**src/rtl/pulse_trigger_receiver_buffered_pkg.sv**
```systemverilog
// Shared definitions for the buffered pulse trigger receiver: state encoding,
// trigger class codes and record layout helpers.
package pulse_trigger_receiver_buffered_pkg;

  localparam int unsigned DATA_W = 128;
  localparam int unsigned CLS_W  = 2;

  localparam int unsigned ST_IDLE_BIT    = 0;
  localparam int unsigned ST_SEND_BIT    = 1;
  localparam int unsigned ST_SAMPLE_BIT  = 2;
  localparam int unsigned ST_HOLDOFF_BIT = 3;

  typedef enum logic [3:0] {
    ST_IDLE    = 4'(1 << ST_IDLE_BIT),
    ST_SEND    = 4'(1 << ST_SEND_BIT),
    ST_SAMPLE  = 4'(1 << ST_SAMPLE_BIT),
    ST_HOLDOFF = 4'(1 << ST_HOLDOFF_BIT)
  } state_t;

  localparam logic [CLS_W-1:0] CLS_SHORT = 2'b10;
  localparam logic [CLS_W-1:0] CLS_LONG  = 2'b01;
  localparam logic [CLS_W-1:0] CLS_MIXED = 2'b11;

  // Record layout, LSB first: timestamp, trigger number, class.
  function automatic int unsigned num_lsb(input int unsigned ts_w);
    return ts_w;
  endfunction

  function automatic int unsigned cls_lsb(input int unsigned ts_w, input int unsigned num_w);
    return ts_w + num_w;
  endfunction

  function automatic logic [CLS_W-1:0] classify(input int unsigned high,
                                                input int unsigned window,
                                                input int unsigned short_max);
    if (high <= short_max)
      return CLS_SHORT;
    else if (high == window)
      return CLS_LONG;
    else
      return CLS_MIXED;
  endfunction

endpackage

```
**src/rtl/pulse_trigger_receiver_buffered_trig_info_fifo.sv**
```systemverilog
// Synchronous first-word-fall-through FIFO for trigger records; push and pop
// may coincide at any occupancy, including full.
module trig_info_fifo #(
  parameter int unsigned WIDTH = 70,
  parameter int unsigned DEPTH = 4
) (
  input  logic             clk,
  input  logic             reset,
  input  logic             push,
  input  logic [WIDTH-1:0] push_data,
  input  logic             pop,
  output logic [WIDTH-1:0] pop_data,
  output logic             full,
  output logic             empty
);

  localparam int unsigned AW = (DEPTH > 1) ? $clog2(DEPTH) : 1;

  logic [WIDTH-1:0] mem [DEPTH];
  logic [AW-1:0]    wr_ptr_q;
  logic [AW-1:0]    rd_ptr_q;
  logic [AW:0]      count_q;
  logic             do_push;
  logic             do_pop;

  always_comb begin
    full     = (count_q == (AW+1)'(DEPTH));
    empty    = (count_q == '0);
    do_pop   = pop && !empty;
    do_push  = push && (!full || do_pop);
    pop_data = empty ? '0 : mem[rd_ptr_q];
  end

  always_ff @(posedge clk) begin
    if (reset) begin
      wr_ptr_q <= '0;
      rd_ptr_q <= '0;
      count_q  <= '0;
    end else begin
      if (do_push) wr_ptr_q <= wr_ptr_q + 1'b1;
      if (do_pop)  rd_ptr_q <= rd_ptr_q + 1'b1;
      case ({do_push, do_pop})
        2'b10:   count_q <= count_q + 1'b1;
        2'b01:   count_q <= count_q - 1'b1;
        default: count_q <= count_q;
      endcase
    end
  end

  always_ff @(posedge clk) begin
    if (do_push) mem[wr_ptr_q] <= push_data;
  end

endmodule

```
**src/rtl/pulse_trigger_receiver_buffered.sv**
```systemverilog
// Front-panel trigger receiver: edge detect, one-cycle channel pulse, level
// classification over a sample window and buffered per-trigger records.
module pulse_trigger_receiver_buffered #(
  parameter int unsigned TRIG_NUM_W = 24,
  parameter int unsigned TS_W       = 44,
  parameter int unsigned WINDOW     = 4,
  parameter int unsigned SHORT_MAX  = 1,
  parameter int unsigned HOLDOFF    = 2,
  parameter int unsigned PEND_DEPTH = 4
) (
  input  logic         clk,
  input  logic         reset,
  input  logic         reset_trig_num,
  input  logic         reset_trig_timestamp,
  input  logic         readout_done,
  input  logic         trigger,
  output logic         pulse_trigger,
  input  logic         fifo_ready,
  output logic         fifo_valid,
  output logic [127:0] fifo_data,
  output logic [15:0]  drop_cnt,
  output logic [3:0]   state
);

  import pulse_trigger_receiver_buffered_pkg::*;

  localparam int unsigned REC_W = CLS_W + TRIG_NUM_W + TS_W;
  localparam int unsigned CLS_LSB = cls_lsb(TS_W, TRIG_NUM_W);
  localparam int unsigned NUM_LSB = num_lsb(TS_W);
  localparam logic [3:0] LAST_SMP  = 4'(WINDOW - 1);
  localparam logic [7:0] HOLD_LAST = (HOLDOFF == 0) ? 8'd0 : 8'(HOLDOFF - 1);

  if ((REC_W > DATA_W) || (SHORT_MAX >= WINDOW)) begin : g_bad_params
    $error("pulse_trigger_receiver_buffered: invalid parameter combination");
  end

  state_t                state_q, state_d;
  logic                  armed_q;
  logic [3:0]            smp_cnt_q;
  logic [3:0]            high_cnt_q;
  logic [7:0]            hold_cnt_q;
  logic [TRIG_NUM_W-1:0] trig_num_q;
  logic [TRIG_NUM_W-1:0] num_next;
  logic [TS_W-1:0]       ts_cnt_q;
  logic [TRIG_NUM_W-1:0] cur_num_q;
  logic [TS_W-1:0]       cur_ts_q;
  logic                  stage_valid_q;
  logic [REC_W-1:0]      stage_rec_q;
  logic [REC_W-1:0]      fifo_rec;
  logic [4:0]            high_total;
  logic                  num_clear;
  logic                  detect;
  logic                  sampling;
  logic                  last_sample;
  logic                  hold_done;
  logic                  fifo_full;
  logic                  fifo_empty;
  logic                  pop_en;

  always_comb begin
    num_clear   = reset_trig_num || readout_done;
    num_next    = num_clear ? TRIG_NUM_W'(1) : trig_num_q + 1'b1;
    detect      = (state_q == ST_IDLE) && armed_q && trigger;
    sampling    = (state_q == ST_SEND) || (state_q == ST_SAMPLE);
    last_sample = sampling && (smp_cnt_q == LAST_SMP);
    hold_done   = (hold_cnt_q == HOLD_LAST);
    high_total  = {1'b0, high_cnt_q} + {4'b0, trigger};
    pop_en      = fifo_valid && fifo_ready;
  end

  always_ff @(posedge clk) begin
    if (reset) state_q <= ST_IDLE;
    else       state_q <= state_d;
  end

  always_comb begin
    state_d       = state_q;
    pulse_trigger = 1'b0;
    case (state_q)
      ST_IDLE:    if (detect) state_d = ST_SEND;
      ST_SEND: begin
        pulse_trigger = 1'b1;
        state_d       = last_sample ? ST_HOLDOFF : ST_SAMPLE;
      end
      ST_SAMPLE:  if (last_sample) state_d = ST_HOLDOFF;
      ST_HOLDOFF: if (hold_done) state_d = ST_IDLE;
      default:    state_d = ST_IDLE;
    endcase
  end

  assign state = state_q;

  always_ff @(posedge clk) begin
    if (reset) begin
      armed_q       <= 1'b0;
      smp_cnt_q     <= '0;
      high_cnt_q    <= '0;
      hold_cnt_q    <= '0;
      trig_num_q    <= '0;
      ts_cnt_q      <= '0;
      cur_num_q     <= '0;
      cur_ts_q      <= '0;
      stage_valid_q <= 1'b0;
      stage_rec_q   <= '0;
      drop_cnt      <= '0;
    end else begin
      ts_cnt_q <= reset_trig_timestamp ? '0 : ts_cnt_q + 1'b1;

      if (detect)        armed_q <= 1'b0;
      else if (!trigger) armed_q <= 1'b1;

      if (detect)         trig_num_q <= num_next;
      else if (num_clear) trig_num_q <= '0;

      if (detect) begin
        cur_num_q  <= num_next;
        cur_ts_q   <= reset_trig_timestamp ? '0 : ts_cnt_q;
        smp_cnt_q  <= 4'd1;
        high_cnt_q <= 4'd1;
      end else if (sampling) begin
        smp_cnt_q  <= smp_cnt_q + 1'b1;
        high_cnt_q <= high_total[3:0];
      end

      hold_cnt_q <= (state_q == ST_HOLDOFF) ? hold_cnt_q + 1'b1 : '0;

      // Record is staged one cycle before entering the FIFO, so the word
      // surfaces at cycle WINDOW+1.
      stage_valid_q <= last_sample;
      if (last_sample)
        stage_rec_q <= {classify(int'(high_total), WINDOW, SHORT_MAX), cur_num_q, cur_ts_q};

      if (stage_valid_q && fifo_full && !pop_en && (drop_cnt != '1))
        drop_cnt <= drop_cnt + 1'b1;
    end
  end

  trig_info_fifo #(
    .WIDTH(REC_W),
    .DEPTH(PEND_DEPTH)
  ) u_fifo (
    .clk       (clk),
    .reset     (reset),
    .push      (stage_valid_q),
    .push_data (stage_rec_q),
    .pop       (pop_en),
    .pop_data  (fifo_rec),
    .full      (fifo_full),
    .empty     (fifo_empty)
  );

  always_comb begin
    fifo_valid = !fifo_empty;
    fifo_data  = DATA_W'(fifo_rec);
  end

  // Field positions are fixed by the concatenation above; kept for readers.
  if (CLS_LSB != NUM_LSB + TRIG_NUM_W) begin : g_bad_layout
    $error("pulse_trigger_receiver_buffered: record layout mismatch");
  end

endmodule
```
**config.mk**
```make
export PLATFORM = sky130hd
export DESIGN_NAME = pulse_trigger_receiver_buffered
export DESIGN_NICKNAME = d
export VERILOG_FILES = /design/src/rtl/pulse_trigger_receiver_buffered_pkg.sv /design/src/rtl/pulse_trigger_receiver_buffered_trig_info_fifo.sv /design/src/rtl/pulse_trigger_receiver_buffered.sv
export SDC_FILE = /design/constraint.sdc
export NUM_CORES = 1
export LEC_CHECK = 0
export CAP_MARGIN = 10
export CORE_MARGIN = 2
export CORE_UTILIZATION = 40
export CTS_CLUSTER_SIZE = 25
export DETAILED_ROUTE_END_ITERATION = 7
export PLACE_DENSITY = 0.58
export REMOVE_ABC_BUFFERS = 1
export SLEW_MARGIN = 10
export SYNTH_ARGS = -nofsm -noshare
export SYNTH_HDL_FRONTEND = slang
export SYNTH_SLANG_ARGS = --single-unit
export TNS_END_PERCENT = 10
```
**constraint.sdc**
```tcl
create_clock -name clk -period 3.9 [get_ports clk]
set_input_delay 0.975 -clock clk [delete_from_list [all_inputs] [get_ports clk]]
set_output_delay 0.975 -clock clk [all_outputs]
set_load 0.01 [all_outputs]
```
==> results of run 1 <==
kinds of logic after synthesis:
family,share of synthesized area [%]
adders and majority gates,0.7915
other,0.01744
muxes,8.404
DFF,62.67
AOI/OAI and AO/OA,7.723
and+or+nand+nor,14.14
xor gates and xnor gates,2.037
buffers and inverters,4.220
area by class of cell:
type                       instances  area, um^2
clock inverter                    35       369.1
timing repair buffer             131        1351
sequential                       533       13480
inverter                          16       60.06
multi-input combinational       1060        7352
clock buffer                      67        1473
tap                              688       860.8
fill                            4680       27920
cells in the final DEF, fill, tap and decap left out, types with 8 or more instances in the layout:
master           instances
inv_1                   16
xor2_1                  27
nor4_1                  21
or3_1                   24
mux2i_1                 14
buf_12                  10
or4_1                   36
nor3_1                  17
clkdlybuf4s50_1         97
nand2_1                208
o31ai_1                 27
nand4_1                 29
a21oi_1                116
conb_1                  58
o21ai_0                 25
and2_1                  74
and4_1                  11
a22o_1                  45
xnor2_1                 23
clkbuf_16               56
buf_4                   24
nand3_1                 54
clkinv_1                13
ha_1                    12
edfxtp_1               280
clkbuf_1                 8
clkinv_2                 9
nor2_1                  70
mux2_2                   8
o211ai_1                 9
dfxtp_1                251
mux4_2                  70
and3_1                  11
stage by stage:
step                      setup WS (ns)  hold slack (ns)  total power, mW  cells  utilization, %
after global routing            0.05094           0.4745            11.68   2530           47.18
after floorplan                 -0.8812           0.4249            6.057   1609               -
after CTS                        0.1290           0.4526            11.44   2530           47.18
after global placement           0.5210           0.4371            6.134   2428           43.70
after detailed placement         0.5030           0.4436            6.137   2428           43.70
final                            0.1953           0.4503            11.30   2530           47.18
power groups by stage:
| stage | logic [mW] | registers [mW] | clock network (mW) |
|---|---|---|---|
| after CTS | 0.160 | 5.86 | 5.43 |
| after detailed placement | 0.159 | 5.98 | 0 |
| final | 0.160 | 5.86 | 5.29 |
| after global routing | 0.177 | 5.85 | 5.65 |
| after global placement | 0.157 | 5.98 | 0 |
| after floorplan | 0.0802 | 5.98 | 0 |
per-layer routing:
layer	track usage (%)	vias to the layer above
li1	-	6428
met1	22.71	6527
met2	24.03	256
met3	3.230	61
met4	3.744	0
met5	0	-
state kept, by name, summed over array words and instances, names as in the netlist, named ones only:
name,cells
drop_cnt,16
stage_rec_q,70
u_fifo.mem,280
armed_q,1
hold_cnt_q,8
state,4
cur_ts_q,44
u_fifo.wr_ptr_q,2
u_fifo.rd_ptr_q,2
ts_cnt_q,44
smp_cnt_q,4
trig_num_q,24
u_fifo.count_q,3
high_cnt_q,4
cur_num_q,24
stage_valid_q,1
worst reg2reg max path, delay by kind of cell, from the launching register on:
| family | cells | cell delay [ns] |
|---|---|---|
| compound gates | 2 | 0.21 |
| fa+ha+maj | 1 | 0.41 |
| flops | 1 | 0.45 |
| simple gates | 5 | 1.47 |
how the worst max path moves through the flow:
| stage | from | to | cells past startpoint |
|---|---|---|---|
| 2_1_floorplan | register | fifo_data[0] | 2 |
| 3_3_place_gp | fifo_ready | drop_cnt[15] | 5 |
| 3_5_place_dp | fifo_ready | drop_cnt[15] | 5 |
| 4_1_cts | u_fifo.count_q[0] | fifo_data[69] | 4 |
| 5_1_grt | u_fifo.count_q[0] | fifo_data[69] | 4 |
| 6_report | u_fifo.count_q[0] | fifo_data[69] | 4 |
==> metrics.yaml, run 1 <==
grt_pass1_wl_mm: 70.77
initial_core_util_pct: 40.67
io_buffer_count: 98
drc: 0
reg2regPathDepth: 8
peakVddDrop_mv: 0.2968
maxUsedRoutingLayer: "met4"
overflow: 0
internal-power_mw: 9.031
finalInstanceArea_um2: 24940
yosysUniqueCellTypes: 59
holdPathEnd: "stage_rec_q[35]"
wl_mm: 43.55
yosys_warnings: 0
place_congestion: 0.7750
layout-drive-gt1-share_pct: 11.56
nNetsFinal: 1816
first_pass_iters: 6
tns_ns: 0
diodes: 0
grt_max_degree: 84
pwr-share-comb_pct: 1.4
cts_setup_buffers: 0
fin_crit_ns: 3.705
drv_cap: 0
cp_slowest_stage_delay_ns: 0.73
synth_seq_cells: 533
hpwl_mm: 26.89
min_period_over_period_pct: 94.99
routedWlPerCell_um: 17.21
yosysSeqAreaShare_pct: 62.67
switchingPower_mw: 2.272
rows: 84
netlist_area_um2: 21500
wl_met3_mm: 2.195
r2r_start: "u_fifo.count_q[0]"
finalHoldViolCount: 0
cts-buffers-inserted: 54
synthFlopType: "edfxtp_1"
route.met2.wl_mm: 19.43
drt-initial-drc-count: 858
rsz0062_at_grt: "false"
clockPowerShare_pct: 46.8
cp_cell_sequence: "or3_2 -> buf_4 -> and2_1 -> clkdlybuf4s50_1"
p_per_area_nw_per_um2: 453.1
whs_path_depth: 2
p_leak_nw: 7.998
clkTransAtPathRegs_ns: 0.07
cp-end-kind: "output pin"
syn_avg_cell_area_um2: 12.52
holdBufCountCts: 0
postRouteAntennaNets: 0
syn2layout_area_growth_pct: 16.03
start_kind: "register"
required_ns: 2.92
num_vias: 13270
cts.sinks: 533
slew_viol_final: 0
maxSlewHeadroom_pct: 38.51
clockRootBuffer: "clkbuf_16"
grt_pass1_vias: 12900
hold_path_startpoint: "cur_ts_q[35]"
synth_edf_count: 280
die_area_um2: 55620
outcome: "finished clean"
finalSetupViolCount: 0
cts_tree: "yes"
path_class: "register to output pin"
hold_path.class: "register to register"
met1_length_mm: 21.20
path_buf_inv: 2
synth_top_area_share_pct: 39.11
postCtsResizedCells: 0
ys_async_sr_fraction_pct: 0
netlist.top_cell.by_area: "edfxtp_1"
placed_cell_area_um2: 23100
critPathTopFamily: "simple AND/OR/NAND/NOR gates"
worst-path-max-fanout: 24
clock_latency_ns: 0.60
fin_skew_ns: 0.01438
antenna_found_initial: 0
io_pins: 157
yosys-top-cells-area: "edfxtp_1 39%, dfxtp_1 24%, mux4_2 7.3%"
r2r-end: "u_fifo.count_q[2]"
synth_most_common_cell: "edfxtp_1"
die_y_um: 235.8
core-area_um2: 52870
via_per_inst: 5.246
worst_pin_slew_ns: 0.9223
clk_path_buf_depth: 3
sw_frac_of_total_pct: 20.10
grt_use_total_pct: 15.64
syn_inst: 1717
arrival_ns: 2.73
cts_max_level: 2
rrSetupSlack_ns: 1.27
max_freq_ghz: 0.2699
p_seq_share_pct: 51.8
die_w_um: 235.8
synth_commonest_cells: "280 x edfxtp_1, 253 x dfxtp_1, 208 x nand2_1"
cp_slowest_cell: "or3_2"
No activity file was read; power rests on OpenSTA's default activity.
==> inputs of run 2 (changes only) <==
Settings changed: CTS_CLUSTER_DIAMETER set to 200, RECOVER_POWER set to 50.
==> run 2 against run 1 <==
The flow now finishes with violations (capacitance limit, slew limit). Final area fell by 4.8%. Largest power group unchanged. Critical endpoint unchanged. Global-route usage down 0.48 points. Critical path depth did not move. Total power shrank 21%. Clock power fell by 45%. Register-to-register slack got worse by 0.42 ns. Maximum frequency up 0.46%. Worst hold slack got worse by 0.0016 ns. Largest cell class unchanged. Clock skew is 0.0069 ns higher. Core utilization down 2.3 points.
==> metrics.yaml, run 2 (synthesis results as in run 1) <==
outcome: "finished, violations left"  # was finished clean
violations: "capacitance limit, slew limit"
tns_ns: 0  # unchanged
clock_latency_ns: 0.57  # was 0.60 ns
fin_skew_ns: 0.02130  # was 0.01438 ns
via_per_inst: 5.296  # was 5.246
dp_slack_ns: 0.5030  # unchanged
slew_viol_final: 159  # was 0
worst-path-max-fanout: 24  # unchanged
fin_crit_ns: 3.688  # was 3.705 ns
core-area_um2: 52870  # unchanged
finalHoldViolCount: 0  # unchanged
io_pins: 157  # unchanged
start_kind: "register"  # unchanged
num_vias: 13100  # was 13270
io_buffer_count: 98  # unchanged
peakVddDrop_mv: 0.2801  # was 0.2968 mV
cp-end-kind: "output pin"  # unchanged
top_register: "u_fifo.mem"  # unchanged
p_per_area_nw_per_um2: 376.5  # was 453.1 nW/um^2
required_ns: 2.92  # about the same
wl_mm: 42.87  # was 43.55 mm
grt_use_total_pct: 15.16  # was 15.64%
grt_max_degree: 84  # unchanged
final_cells: 2473  # was 2530
final_common_cell: "edfxtp_1"  # unchanged
layout_setup_ws_ns: 0.2122  # was 0.1953 ns
layout-drive-gt1-share_pct: 8.128  # was 11.56%
rows: 84  # unchanged
syn2layout_area_growth_pct: 10.45  # was 16.03%
maxSlewHeadroom_pct: -18.57  # was 38.51%
drt-initial-drc-count: 938  # was 858
worst_pin_slew_ns: 1.779  # was 0.9223 ns
drc: 0  # unchanged
final_cell_mix: "280 x edfxtp_1, 251 x dfxtp_1, 208 x nand2_1, 116 x a21oi_1, 94 x clkdlybuf4s50_1"  # was 280 x edfxtp_1, 251 x dfxtp_1, 208 x nand2_1, 116 x a21oi_1, 97 x clkdlybuf4s50_1
nNetsFinal: 1787  # was 1816
cts_max_level: 1  # was 2
power_mw: 8.940  # was 11.30 mW
hold_path.class: "register to register"  # unchanged
path_class: "register to output pin"  # unchanged
min_period_over_period_pct: 94.56  # was 94.99%
max_freq_ghz: 0.2712  # was 0.2699 GHz
drv_cap: 3  # was 0
overflow: 0  # unchanged
place_congestion: 0.7750  # unchanged
grt_pass1_vias: 12520  # was 12900
holdBufCountCts: 0  # unchanged
hpwl_mm: 26.89  # unchanged
p_leak_nw: 7.409  # was 7.998 nW
dp.cells: 2428  # unchanged
grt_pass1_wl_mm: 69.31  # was 70.77 mm
cts-buffers-inserted: 25  # was 54
initial_core_util_pct: 40.67  # unchanged
clockRootBuffer: "clkbuf_16"  # unchanged
top_regs: "u_fifo.mem: 280 flops, stage_rec_q: 70 flops"  # unchanged
antenna_found_initial: 0  # unchanged
clkTransAtPathRegs_ns: 0.10  # was 0.07 ns
first_pass_iters: 5  # was 6
cts.sinks: 533  # unchanged
routedWlPerCell_um: 17.33  # was 17.21 um
fin_util_pct: 44.92  # was 47.18%
die_w_um: 235.8  # unchanged
die_area_um2: 55620  # unchanged
largest_reg_flops: 280  # unchanged
finalSetupViolCount: 0  # unchanged
postCtsResizedCells: 0  # unchanged
postRouteAntennaNets: 0  # unchanged
cts_tree: "yes"  # unchanged
die_y_um: 235.8  # unchanged
rsz0062_at_grt: "false"  # unchanged
arrival_ns: 2.71  # was 2.73 ns
cts_setup_buffers: 0  # unchanged
clk_path_buf_depth: 3  # unchanged
==> run 2: path summary, 6_finish.rpt <==
check	from	to	slack [ns]	cells after the start
setup / recovery	u_fifo.count_q[0]	fifo_data[69]	0.21	4
hold / removal	cur_ts_q[5]	stage_rec_q[5]	0.45	2
setup reg to reg	stage_valid_q	u_fifo.mem[0][26]	0.85	2
hold reg to reg	cur_ts_q[5]	stage_rec_q[5]	0.45	2
==> run 2: report_power, final <==
group          total (mW)  switching, mW  internal (mW)
clock network        2.93           1.70           1.23
logic               0.156          0.123         0.0338
registers            5.85        0.00762           5.84
total                8.94           1.83           7.11
==> run 2: metrics by stage <==
step                      hold WS, ns  cell area (um^2)
after detailed placement       0.4436             23100
after CTS                      0.4545             23820
after floorplan                0.4249             20870
after global placement         0.4371             23100
final                          0.4487             23750
after global routing           0.4770             23740
==> run 2: per-layer routing <==
metal  GRT usage, %  vias up  share of wire, %
met3          1.989       36               4.0
met1          22.65     6509                50
met4          2.953        0               1.4
li1               -     6330                 -
met5              0        -                 0
met2          23.75      222                45
==> run 2: critical path, cell delays in order, from the launching register on <==
cell             delay, ns
dfxtp_1               0.38
or3_2                 0.72
buf_4                 0.32
and2_1                0.16
clkdlybuf4s50_1       0.53
==> run 2: cell type report <==
| type | instances | area [um^2] |
|---|---|---|
| Clock inverter | 1 | 20.02 |
| Sequential cell | 533 | 13480 |
| Timing Repair Buffer | 131 | 1301 |
| Multi-Input combinational cell | 1060 | 7330 |
| Tap cell | 688 | 860.8 |
| Fill cell | 4801 | 29120 |
| Clock buffer | 43 | 693.2 |
| Inverter | 16 | 60.06 |
| Antenna cell | 1 | 2.502 |
==> inputs of run 3 (changes only) <==
Settings changed: RECOVER_POWER 50 to unset.
==> run 3 against run 2 <==
Critical endpoint unchanged. The flow now finishes without violations. Sequential power barely moved. Worst hold slack better by 0.0045 ns. Die area unchanged.
==> metrics.yaml, run 3 (synthesis results as in run 1) <==
cts_tree: "yes"  # unchanged
whs_path_depth: 2  # unchanged
die_y_um: 235.8  # unchanged
diodes: 0  # was 1
worst-path-max-fanout: 24  # unchanged
holdWs_ns: 0.4532  # was 0.4487 ns
postRouteAntennaNets: 0  # unchanged
reg2regPathDepth: 8  # was 2
hold_path.class: "register to register"  # unchanged
drt-initial-drc-count: 865  # was 938
top_register: "u_fifo.mem"  # unchanged
cts_setup_buffers: 0  # unchanged
clockRootBuffer: "clkbuf_16"  # unchanged
critPathTopFamily: "simple AND/OR/NAND/NOR gates"  # unchanged
layout-drive-gt1-share_pct: 8.857  # was 8.128%
grt_pass1_wl_mm: 69.31  # unchanged
start_kind: "register"  # unchanged
max_freq_ghz: 0.2710  # was 0.2712 GHz
clkTransAtPathRegs_ns: 0.10  # about the same
path_buf_inv: 2  # unchanged
io_pins: 157  # unchanged
postCtsResizedCells: 0  # unchanged
final_common_cell: "edfxtp_1"  # unchanged
grt_pass1_vias: 12520  # unchanged
slew_viol_final: 0  # was 159
cp.depth: 4  # unchanged
clock_latency_ns: 0.58  # was 0.57 ns
nNetsFinal: 1787  # unchanged
rsz0062_at_grt: "false"  # unchanged
grt_max_degree: 84  # unchanged
hpwl_mm: 26.89  # unchanged
cts.sinks: 533  # unchanged
final_cells: 2472  # was 2473
cp_slowest_cell: "or3_2"  # unchanged
p_per_area_nw_per_um2: 375.4  # was 376.5 nW/um^2
die_w_um: 235.8  # unchanged
fin_util_pct: 45.05  # was 44.92%
p_leak_nw: 7.439  # was 7.409 nW
first_pass_iters: 5  # unchanged
dp.cells: 2428  # unchanged
finalHoldViolCount: 0  # unchanged
core-area_um2: 52870  # unchanged
clk_path_buf_depth: 3  # unchanged
cp_cell_sequence: "or3_2 -> buf_4 -> and2_1 -> clkdlybuf4s50_1"  # unchanged
outcome: "finished clean"  # was finished, violations left
drc: 0  # unchanged
layout_setup_ws_ns: 0.2099  # was 0.2122 ns
pwr-share-comb_pct: 1.8  # was 1.7%
internal-power_mw: 7.112  # was 7.109 mW
fin_crit_ns: 3.690  # was 3.688 ns
rows: 84  # unchanged
clockPowerShare_pct: 32.8  # about the same
final_cell_mix: "280 x edfxtp_1, 251 x dfxtp_1, 208 x nand2_1, 116 x a21oi_1, 97 x clkdlybuf4s50_1"  # was 280 x edfxtp_1, 251 x dfxtp_1, 208 x nand2_1, 116 x a21oi_1, 94 x clkdlybuf4s50_1
io_buffer_count: 98  # unchanged
overflow: 0  # unchanged
holdBufCountCts: 0  # unchanged
die_area_um2: 55620  # unchanged
routedWlPerCell_um: 17.33  # about the same
finalSetupViolCount: 0  # unchanged
cts-buffers-inserted: 25  # unchanged
dp_slack_ns: 0.5030  # unchanged
num_vias: 13090  # was 13100
worst_pin_slew_ns: 0.9081  # was 1.779 ns
p_seq_share_pct: 65.4  # about the same
grt_use_total_pct: 15.16  # unchanged
min_period_over_period_pct: 94.62  # was 94.56%
peakVddDrop_mv: 0.2798  # was 0.2801 mV
wl_mm: 42.84  # was 42.87 mm
via_per_inst: 5.297  # was 5.296
arrival_ns: 2.72  # was 2.71 ns
drv_cap: 0  # was 3
fin_skew_ns: 0.02094  # was 0.02130 ns
place_congestion: 0.7750  # unchanged
syn2layout_area_growth_pct: 10.78  # was 10.45%
path_class: "register to output pin"  # unchanged
initial_core_util_pct: 40.67  # unchanged
sw_frac_of_total_pct: 20.45  # was 20.48%
maxSlewHeadroom_pct: 39.46  # was -18.57%
switchingPower_mw: 1.828  # was 1.831 mW
top_regs: "u_fifo.mem: 280 flops, stage_rec_q: 70 flops"  # unchanged
cp_slowest_stage_delay_ns: 0.73  # was 0.72 ns
antenna_found_initial: 0  # unchanged
cp-end-kind: "output pin"  # unchanged
required_ns: 2.92  # about the same
largest_reg_flops: 280  # unchanged
cts_max_level: 1  # unchanged
## run 3: routing by layer
| layer | wire length (um) | global-route usage [%] | vias to the layer above |
|---|---|---|---|
| li1 | - | - | 6323 |
| met1 | 21170 | 22.65 | 6495 |
| met2 | 19210 | 23.75 | 240 |
| met3 | 1876 | 1.989 | 36 |
| met4 | 579 | 2.953 | 0 |
| met5 | 0 | 0 | - |
## run 3: layout make-up
type | count | area (um^2)
well taps | 688 | 860.8
multi-input cells | 1060 | 7352
repair buffers | 131 | 1351
flip-flops and latches | 533 | 13480
clock inverters | 1 | 20.02
inverters | 16 | 60.06
clock buffers | 43 | 693.2
fillers | 4791 | 29050
## run 3: power by group through the flow
stage / combinational, mW / sequential [mW] / clock, mW
after floorplan: 0.0802 / 5.98 / 0
after global placement: 0.157 / 5.98 / 0
after detailed placement: 0.159 / 5.98 / 0
after CTS: 0.160 / 5.85 / 3.03
after global routing: 0.177 / 5.85 / 3.23
final: 0.160 / 5.85 / 2.93
## run 3: through the flow
| step | cell area (um^2) | setup TNS [ns] | power (mW) |
|---|---|---|---|
| 2_1_floorplan | 20870 | -72.45 | 6.057 |
| 3_3_place_gp | 23100 | 0 | 6.134 |
| 3_5_place_dp | 23100 | 0 | 6.137 |
| 4_1_cts | 23820 | 0 | 9.042 |
| 5_1_grt | 23820 | 0 | 9.262 |
| 6_report | 23820 | 0 | 8.940 |
## run 3: final timing paths
path / start / to / slack (ns)
max: u_fifo.count_q[0] / fifo_data[69] / 0.21
min: cur_ts_q[5] / stage_rec_q[5] / 0.45
min reg2reg: cur_ts_q[5] / stage_rec_q[5] / 0.45
max reg2reg: u_fifo.count_q[0] / u_fifo.count_q[2] / 1.28
## run 3: worst reg2reg max path, delay by kind of cell (launching register included)
kind,cells,cell delay (ns)
and+or+nand+nor,5,1.46
adders and majority gates,1,0.40
DFF,1,0.46
AOI/OAI and AO/OA,2,0.21
